## src/rtl/seq_div_if.sv

```systemverilog
// Start/done handshake bundle for the sequential divider.
// SEQ_DIV_REM_EN adds the remainder signal R.
interface seq_div_if #(
  parameter int unsigned W = 8
);

  logic         start;
  logic [W-1:0] A;
  logic [W-1:0] B;
  logic [W-1:0] O;
`ifdef SEQ_DIV_REM_EN
  logic [W-1:0] R;
`endif
  logic         busy;
  logic         done;
  logic         ERR;
  logic         ZERO;

  // Requester side: drives operands, observes result and flags.
  modport master (
    output start, A, B,
    input  O, busy, done, ERR, ZERO
`ifdef SEQ_DIV_REM_EN
    , input R
`endif
  );

  // Divider side.
  modport slave (
    input  start, A, B,
    output O, busy, done, ERR, ZERO
`ifdef SEQ_DIV_REM_EN
    , output R
`endif
  );

endinterface

```

## src/rtl/seq_div.sv

```systemverilog
// Sequential unsigned divider: O = A / B by repeated subtraction, one
// subtract per clock. Result and flags hold until the next accepted start.
// Optional feature macro: SEQ_DIV_REM_EN (exposes the remainder on R).
module seq_div #(
  parameter int unsigned W = 8
) (
  input  logic     clk,
  input  logic     rst,
  seq_div_if.slave bus
);

  localparam logic [1:0] S_IDLE = 2'd0;
  localparam logic [1:0] S_RUN  = 2'd1;
  localparam logic [1:0] S_DONE = 2'd2;

  logic [1:0]   state_q, state_d;
  logic [W-1:0] rem_q,   rem_d;
  logic [W-1:0] div_q,   div_d;
  logic [W-1:0] q_q,     q_d;
  logic [W-1:0] o_q,     o_d;
`ifdef SEQ_DIV_REM_EN
  logic [W-1:0] r_q,     r_d;
`endif
  logic         busy_q,  busy_d;
  logic         done_q,  done_d;
  logic         err_q,   err_d;
  logic         zero_q,  zero_d;

  // Next-state and next-output logic; every register holds by default.
  always_comb begin
    state_d = state_q;
    rem_d   = rem_q;
    div_d   = div_q;
    q_d     = q_q;
    o_d     = o_q;
`ifdef SEQ_DIV_REM_EN
    r_d     = r_q;
`endif
    err_d   = err_q;
    zero_d  = zero_q;
    done_d  = 1'b0;

    case (state_q)
      S_IDLE: begin
        if (bus.start) begin
          rem_d   = bus.A;
          div_d   = bus.B;
          q_d     = '0;
          err_d   = 1'b0;
          zero_d  = 1'b0;
          state_d = S_RUN;
        end
      end

      S_RUN: begin
        if (div_q == '0) begin
          // Divide by zero: saturate quotient, remainder is the dividend.
          err_d   = 1'b1;
          o_d     = '1;
`ifdef SEQ_DIV_REM_EN
          r_d     = rem_q;
`endif
          zero_d  = 1'b0;
          done_d  = 1'b1;
          state_d = S_DONE;
        end else if (rem_q >= div_q) begin
          // Guarded subtract cannot underflow; q is bounded by 2^W-1.
          rem_d = rem_q - div_q;
          q_d   = q_q + W'(1);
        end else begin
          o_d     = q_q;
`ifdef SEQ_DIV_REM_EN
          r_d     = rem_q;
`endif
          zero_d  = (q_q == '0);
          err_d   = 1'b0;
          done_d  = 1'b1;
          state_d = S_DONE;
        end
      end

      S_DONE: begin
        state_d = S_IDLE;
      end

      default: begin
        state_d = S_IDLE;
      end
    endcase

    busy_d = (state_d != S_IDLE);
  end

  // State and output registers with synchronous active-high reset.
  always_ff @(posedge clk) begin
    if (rst) begin
      state_q <= S_IDLE;
      rem_q   <= '0;
      div_q   <= '0;
      q_q     <= '0;
      o_q     <= '0;
`ifdef SEQ_DIV_REM_EN
      r_q     <= '0;
`endif
      busy_q  <= 1'b0;
      done_q  <= 1'b0;
      err_q   <= 1'b0;
      zero_q  <= 1'b0;
    end else begin
      state_q <= state_d;
      rem_q   <= rem_d;
      div_q   <= div_d;
      q_q     <= q_d;
      o_q     <= o_d;
`ifdef SEQ_DIV_REM_EN
      r_q     <= r_d;
`endif
      busy_q  <= busy_d;
      done_q  <= done_d;
      err_q   <= err_d;
      zero_q  <= zero_d;
    end
  end

  // Drive the interface straight from registers.
  assign bus.O    = o_q;
`ifdef SEQ_DIV_REM_EN
  assign bus.R    = r_q;
`endif
  assign bus.busy = busy_q;
  assign bus.done = done_q;
  assign bus.ERR  = err_q;
  assign bus.ZERO = zero_q;

endmodule

```

## src/flat_wrapper.sv

```systemverilog
// flat-port wrapper written by rule: the top's interface ports become plain ports
module seq_div_flat 
#(
  parameter int unsigned W = 8
)
  (clk, rst, bus_start, bus_A, bus_B, bus_O, bus_busy, bus_done, bus_ERR, bus_ZERO);
  seq_div_if #(.W(W)) bus_i ();
  input  logic clk;
  input  logic rst;
  input wire logic [$bits(bus_i.start)-1:0] bus_start;
  input wire logic [$bits(bus_i.A)-1:0] bus_A;
  input wire logic [$bits(bus_i.B)-1:0] bus_B;
  output wire logic [$bits(bus_i.O)-1:0] bus_O;
  output wire logic [$bits(bus_i.busy)-1:0] bus_busy;
  output wire logic [$bits(bus_i.done)-1:0] bus_done;
  output wire logic [$bits(bus_i.ERR)-1:0] bus_ERR;
  output wire logic [$bits(bus_i.ZERO)-1:0] bus_ZERO;
  assign bus_i.start = bus_start;
  assign bus_i.A = bus_A;
  assign bus_i.B = bus_B;
  assign bus_O = bus_i.O;
  assign bus_busy = bus_i.busy;
  assign bus_done = bus_i.done;
  assign bus_ERR = bus_i.ERR;
  assign bus_ZERO = bus_i.ZERO;
  seq_div #(.W(W)) u_core (.clk(clk), .rst(rst), .bus(bus_i));
endmodule
```

## config.mk

```make
export PLATFORM = sky130hd
export DESIGN_NAME = seq_div_flat
export DESIGN_NICKNAME = d
export VERILOG_FILES = /design/src/rtl/seq_div_if.sv /design/src/rtl/seq_div.sv /design/src/flat_wrapper.sv
export SDC_FILE = /design/constraint.sdc
export NUM_CORES = 1
export LEC_CHECK = 0
export BUFFER_PORTS_ARGS = -buffer_cell sky130_fd_sc_hd__buf_4
export CAP_MARGIN = 40
export CORE_ASPECT_RATIO = 1.5
export CORE_MARGIN = 2
export CORE_UTILIZATION = 51
export DETAILED_ROUTE_END_ITERATION = 8
export PLACE_DENSITY = 0.72
export SLEW_MARGIN = 30
export SYNTH_ARGS = -nofsm -noshare
export SYNTH_HDL_FRONTEND = slang
export SYNTH_SLANG_ARGS = --single-unit
```

## constraint.sdc

```tcl
create_clock -name clk -period 2.1 [get_ports clk]
set_clock_uncertainty 0.05 [all_clocks]
set_input_delay 0.315 -clock clk [delete_from_list [all_inputs] [get_ports clk]]
set_output_delay 0.315 -clock clk [all_outputs]
set_load 0.05 [all_outputs]
```

==> tab_implementation.tex <==
\begin{tabular}{lr}
\hline
Metric & Value \\
\hline
\multicolumn{2}{l}{\textbf{Synthesis}} \\
\quad Distinct cell type count of the synthesized netlist & 52 \\
\quad Average cell area after synthesis & 8.03 um2 \\
\quad Async SR Flop Fraction & 0 \\
\quad Simple-gate area share of the yosys netlist & 0.235 \\
\quad Fraction of the mapped netlist area in compound gates & 0.272 \\
\quad Number of enable-type register cells in the synthesized netlist & 0 \\
\quad Largest family of logic cells by synthesized area & compound AO/OA/AOI/OAI gates \\
\quad Synth Area in XOR/XNOR & 0 \\
\quad Share of the yosys chip area belonging to registers & 0.355 \\
\quad Main synth FF type & sky130\_fd\_sc\_hd\_\_dfxtp\_1 \\
\quad Library cell occupying the most area in the post-synthesis netlist & sky130\_fd\_sc\_hd\_\_dfxtp\_1 \\
\quad Synthesis warning total & 0 \\
\quad Nets in the synthesized netlist & 297 \\
\quad Main area contributors after synthesis & sky130\_fd\_sc\_hd\_\_dfxtp\_1, sky130\_fd\_sc\_hd\_\_nand2\_1, sky130\_fd\_sc\_hd\_\_ha\_1 \\
\quad Portion of synthesized cell area occupied by the leading cell type & 0.355 \\
\quad Proportion of synthesized area in mux cells & 0.00467 \\
\quad Arithmetic-cell share of the synthesized area counting full adders, half adders and majority gates & 0.0677 \\
\quad Synth cell count leaders & sky130\_fd\_sc\_hd\_\_dfxtp\_1, sky130\_fd\_sc\_hd\_\_nand2\_1, sky130\_fd\_sc\_hd\_\_a21oi\_1, sky130\_fd\_sc\_hd\_\_inv\_1, sky130\_fd\_sc\_hd\_\_nor2\_1 \\
\quad Flip-flop and latch count after synthesis & 38 \\
\quad Gate count after technology mapping & 267 \\
\quad Most frequent cell after synthesis & sky130\_fd\_sc\_hd\_\_dfxtp\_1 \\
\quad Cell area after synthesis & approximately 0.0021 mm2 \\
\multicolumn{2}{l}{\textbf{Critical path}} \\
\quad Arrival @ worst endpoint & between 2000 and 3000 ps \\
\quad Required time of the worst setup path & 2270 ps \\
\quad Crit path kind & reg2reg \\
\quad Worst Path Max Fanout & 3 \\
\quad Kind of end point of the critical path & flip-flop \\
\quad CP Launch Type & flip-flop \\
\multicolumn{2}{l}{\textbf{Floorplan}} \\
\quad Initial standard-cell utilization of the core & 0.537 \\
\quad Width of the die & 56.9 um \\
\quad Die ar. & 0.00475 mm2 \\
\quad I/O pins & 31 \\
\quad Core Region & about 0.0040 mm2 \\
\quad Vert. Die Dim & 83.4 um \\
\quad Number of rows created at floorplan & 28 \\
\multicolumn{2}{l}{\textbf{Finish}} \\
\quad Number of filler cells placed in the layout & 263 \\
\quad Post-layout nets & 376 \\
\quad Number of antenna diodes & 0 \\
\quad Fraction of final layout cells sized beyond drive strength 1 & 0.366 \\
\quad Finished layout cell area & 0.00317 mm2 \\
\quad Area growth from synthesis to final layout & 47.8\% \\
\multicolumn{2}{l}{\textbf{Timing}} \\
\quad Setup slack of the critical path after layout & -281 ps \\
\quad Pins Over Slew Limit & 0 \\
\quad Minimum clock period & 2380 ps \\
\quad Period Utilization, post-route & 1.13 \\
\quad Highest clock frequency the design can meet & between 400 and 500 MHz \\
\quad Worst-Margin Slew & 873 ps \\
\quad Final Hold Fails & 0 \\
\quad Unrepaired setup endpoints after global routing & true \\
\quad Setup TNS & -4010 ps \\
\quad Final-report setup violation count & 28 \\
\quad Worst max-slew margin expressed relative to the limit & 0.418 \\
\multicolumn{2}{l}{\textbf{Global routing}} \\
\quad Wire length of the first global-routing pass & about 11000 um \\
\quad Number of antenna violations at the first check in global routing & 0 \\
\quad Overall overflow remaining after global route & 0 \\
\quad Total Routing Usage GR & 0.295 \\
\quad Number of global-route vias before repair & around 2400 \\
\quad Largest net degree at the start of global routing & 29 \\
\multicolumn{2}{l}{\textbf{Pwr}} \\
\quad Pwr/cell area & 1190 mW/mm2 \\
\quad Power consumption & 0.00377 W \\
\quad Peak supply drop & 0.893 mV \\
\quad Leakage & $\sim$1.3 nW \\
\multicolumn{2}{l}{\textbf{Detailed routing}} \\
\quad Remaining DRCs & 0 \\
\quad Total number of vias & $\sim$2500 \\
\quad Wirelength per Cell & between 15 and 20 um \\
\quad Number of optimization iterations in the first detailed-route pass & 5 \\
\quad Detailed router's first-iteration violation count & 141 \\
\quad Average vias per placed instance & around 6.3 \\
\quad Post-Route WL & approximately 7200 um \\
\quad Final antenna-violating net count & 0 \\
\multicolumn{2}{l}{\textbf{Clocking}} \\
\quad Clock tree from TritonCTS & done \\
\quad Number of levels in the clock H-tree & 2 \\
\quad Sink count of the clock tree & 38 \\
\quad Maximum root-to-sink buffer count & 2 \\
\quad Clock slew seen by the registers of the worst setup and hold paths & approximately 80 ps \\
\quad Number of buffers inserted during clock tree synthesis & 5 \\
\quad Clock tree root driver cell & sky130\_fd\_sc\_hd\_\_clkbuf\_8 \\
\quad Clock latency at the later pin of the worst-skew pair & 300 ps \\
\multicolumn{2}{l}{\textbf{Place}} \\
\quad Placement-stage cell area & approximately 0.0027 mm2 \\
\quad Routability cong. & $\sim$0.86 \\
\quad Count of input and output buffers & 30 \\
\quad Detail Placement HPWL & 4580 um \\
\quad Post-placement setup slack & -193 ps \\
\multicolumn{2}{l}{\textbf{Hold path}} \\
\quad HP Class & in2reg \\
\multicolumn{2}{l}{\textbf{Outcome}} \\
\quad Violations in the final reports & setup timing \\
\quad Run status & complete, but fails checks \\
\multicolumn{2}{l}{\textbf{Flow run}} \\
\quad Number of max-cap violations & 0 \\
\hline
\end{tabular}
==> kinds of logic (layout without fill, tap and decap cells) <==
family | Yosys count | after routing
AOI/OAI and AO/OA | 82 | 83
and+or+nand+nor | 101 | 101
DFF | 38 | 38
buffers and inverters | 34 | 113
adders and majority gates | 11 | 11
muxes | 1 | 1
==> repair_timing <==
item / 4_1_cts / 5_1_grt
setup buffers: 5 / 3
hold buffers: 0 / 0
gates cloned: 1 / 0
resized for setup: 14 / 24
pin swaps: 4 / 7
setup endpoints to repair: 25 / 28
==> registers in the layout, summed over array words and instances (netlist names) <==
| name | flops |
|---|---|
| u_core.bus.ZERO | 1 |
| u_core.div_q | 8 |
| u_core.bus.O | 8 |
| u_core.bus.ERR | 1 |
| u_core.bus.busy | 1 |
| u_core.bus.done | 1 |
| u_core.rem_q | 8 |
| u_core.state_q | 2 |
| u_core.q_q | 8 |
==> where the power goes <==
group	leakage (nW)	total (W)	switching [W]	internal, W
sequential	0.312	0.000933	0.0000878	0.000845
clock	0.0714	0.000785	0.000278	0.000507
combinational	0.883	0.00205	0.00117	0.000875
total	1.27	0.00377	0.00154	0.00223
==> stage by stage <==
step | hold WS (ps) | utilization | cells
2_1_floorplan | 386 | - | 267
3_3_place_gp | 415 | 0.685 | 375
3_5_place_dp | 420 | 0.685 | 375
4_1_cts | 208 | 0.751 | 389
5_1_grt | 221 | 0.794 | 392
6_report | 214 | 0.794 | 392
==> path summary, 6_finish.rpt <==
kind	start	end	slack (ps)	cells past startpoint
min	bus_B[5]	u_core.div_q[5]$_SDFFE_PP0P_	210	3
max reg2reg	u_core.rem_q[0]$_SDFFE_PP0P_	u_core.rem_q[5]$_SDFFE_PP0P_	-280	10
min reg2reg	u_core.div_q[2]$_SDFFE_PP0P_	u_core.div_q[2]$_SDFFE_PP0P_	450	2
max	u_core.rem_q[0]$_SDFFE_PP0P_	u_core.rem_q[5]$_SDFFE_PP0P_	-280	10
==> cell usage in the layout (no fill, tap or decap), types with 4 or more instances in the layout <==
cell and instances:
sky130_fd_sc_hd__o21ai_1 4, sky130_fd_sc_hd__a211oi_1 4, sky130_fd_sc_hd__buf_4 82, sky130_fd_sc_hd__inv_1 19, sky130_fd_sc_hd__a31oi_1 5, sky130_fd_sc_hd__nand2_1 35
sky130_fd_sc_hd__o21ai_0 6, sky130_fd_sc_hd__dfxtp_1 37, sky130_fd_sc_hd__nand3_1 5, sky130_fd_sc_hd__nand4_1 4, sky130_fd_sc_hd__clkbuf_8 6, sky130_fd_sc_hd__a21oi_1 22
sky130_fd_sc_hd__nor2_1 18, sky130_fd_sc_hd__ha_1 8, sky130_fd_sc_hd__nor3_1 6, sky130_fd_sc_hd__nor2b_1 4, sky130_fd_sc_hd__a221oi_2 5, sky130_fd_sc_hd__nor4_1 7
==> routing by layer <==
metal  part of all wire  GRT usage
met1               0.37      0.339
met5                  0          0
met2               0.52      0.513
met3              0.063     0.0530
met4              0.039      0.140
==> critical path: stages, from the launching register on <==
cell,delay (ps)
sky130_fd_sc_hd__dfxtp_2,340
sky130_fd_sc_hd__inv_2,40
sky130_fd_sc_hd__ha_4,150
sky130_fd_sc_hd__fa_2,360
sky130_fd_sc_hd__and2b_2,270
sky130_fd_sc_hd__o22ai_4,100
sky130_fd_sc_hd__a2111oi_4,400
sky130_fd_sc_hd__buf_4,220
sky130_fd_sc_hd__buf_12,120
sky130_fd_sc_hd__o41ai_2,60
sky130_fd_sc_hd__a21oi_1,200
==> area by class of cell <==
cell class,count,area [um2],share of cell area
Inverter,20,75.1,0.0237
Multi-Input combinational cell,196,1480,0.465
Timing Repair Buffer,85,658,0.208
Sequential cell,38,762,0.240
Clock buffer,6,82.6,0.0261
Tap cell,45,56.3,0.0178
Clock inverter,2,60.1,0.0189
(Power assumes the default switching activity.)
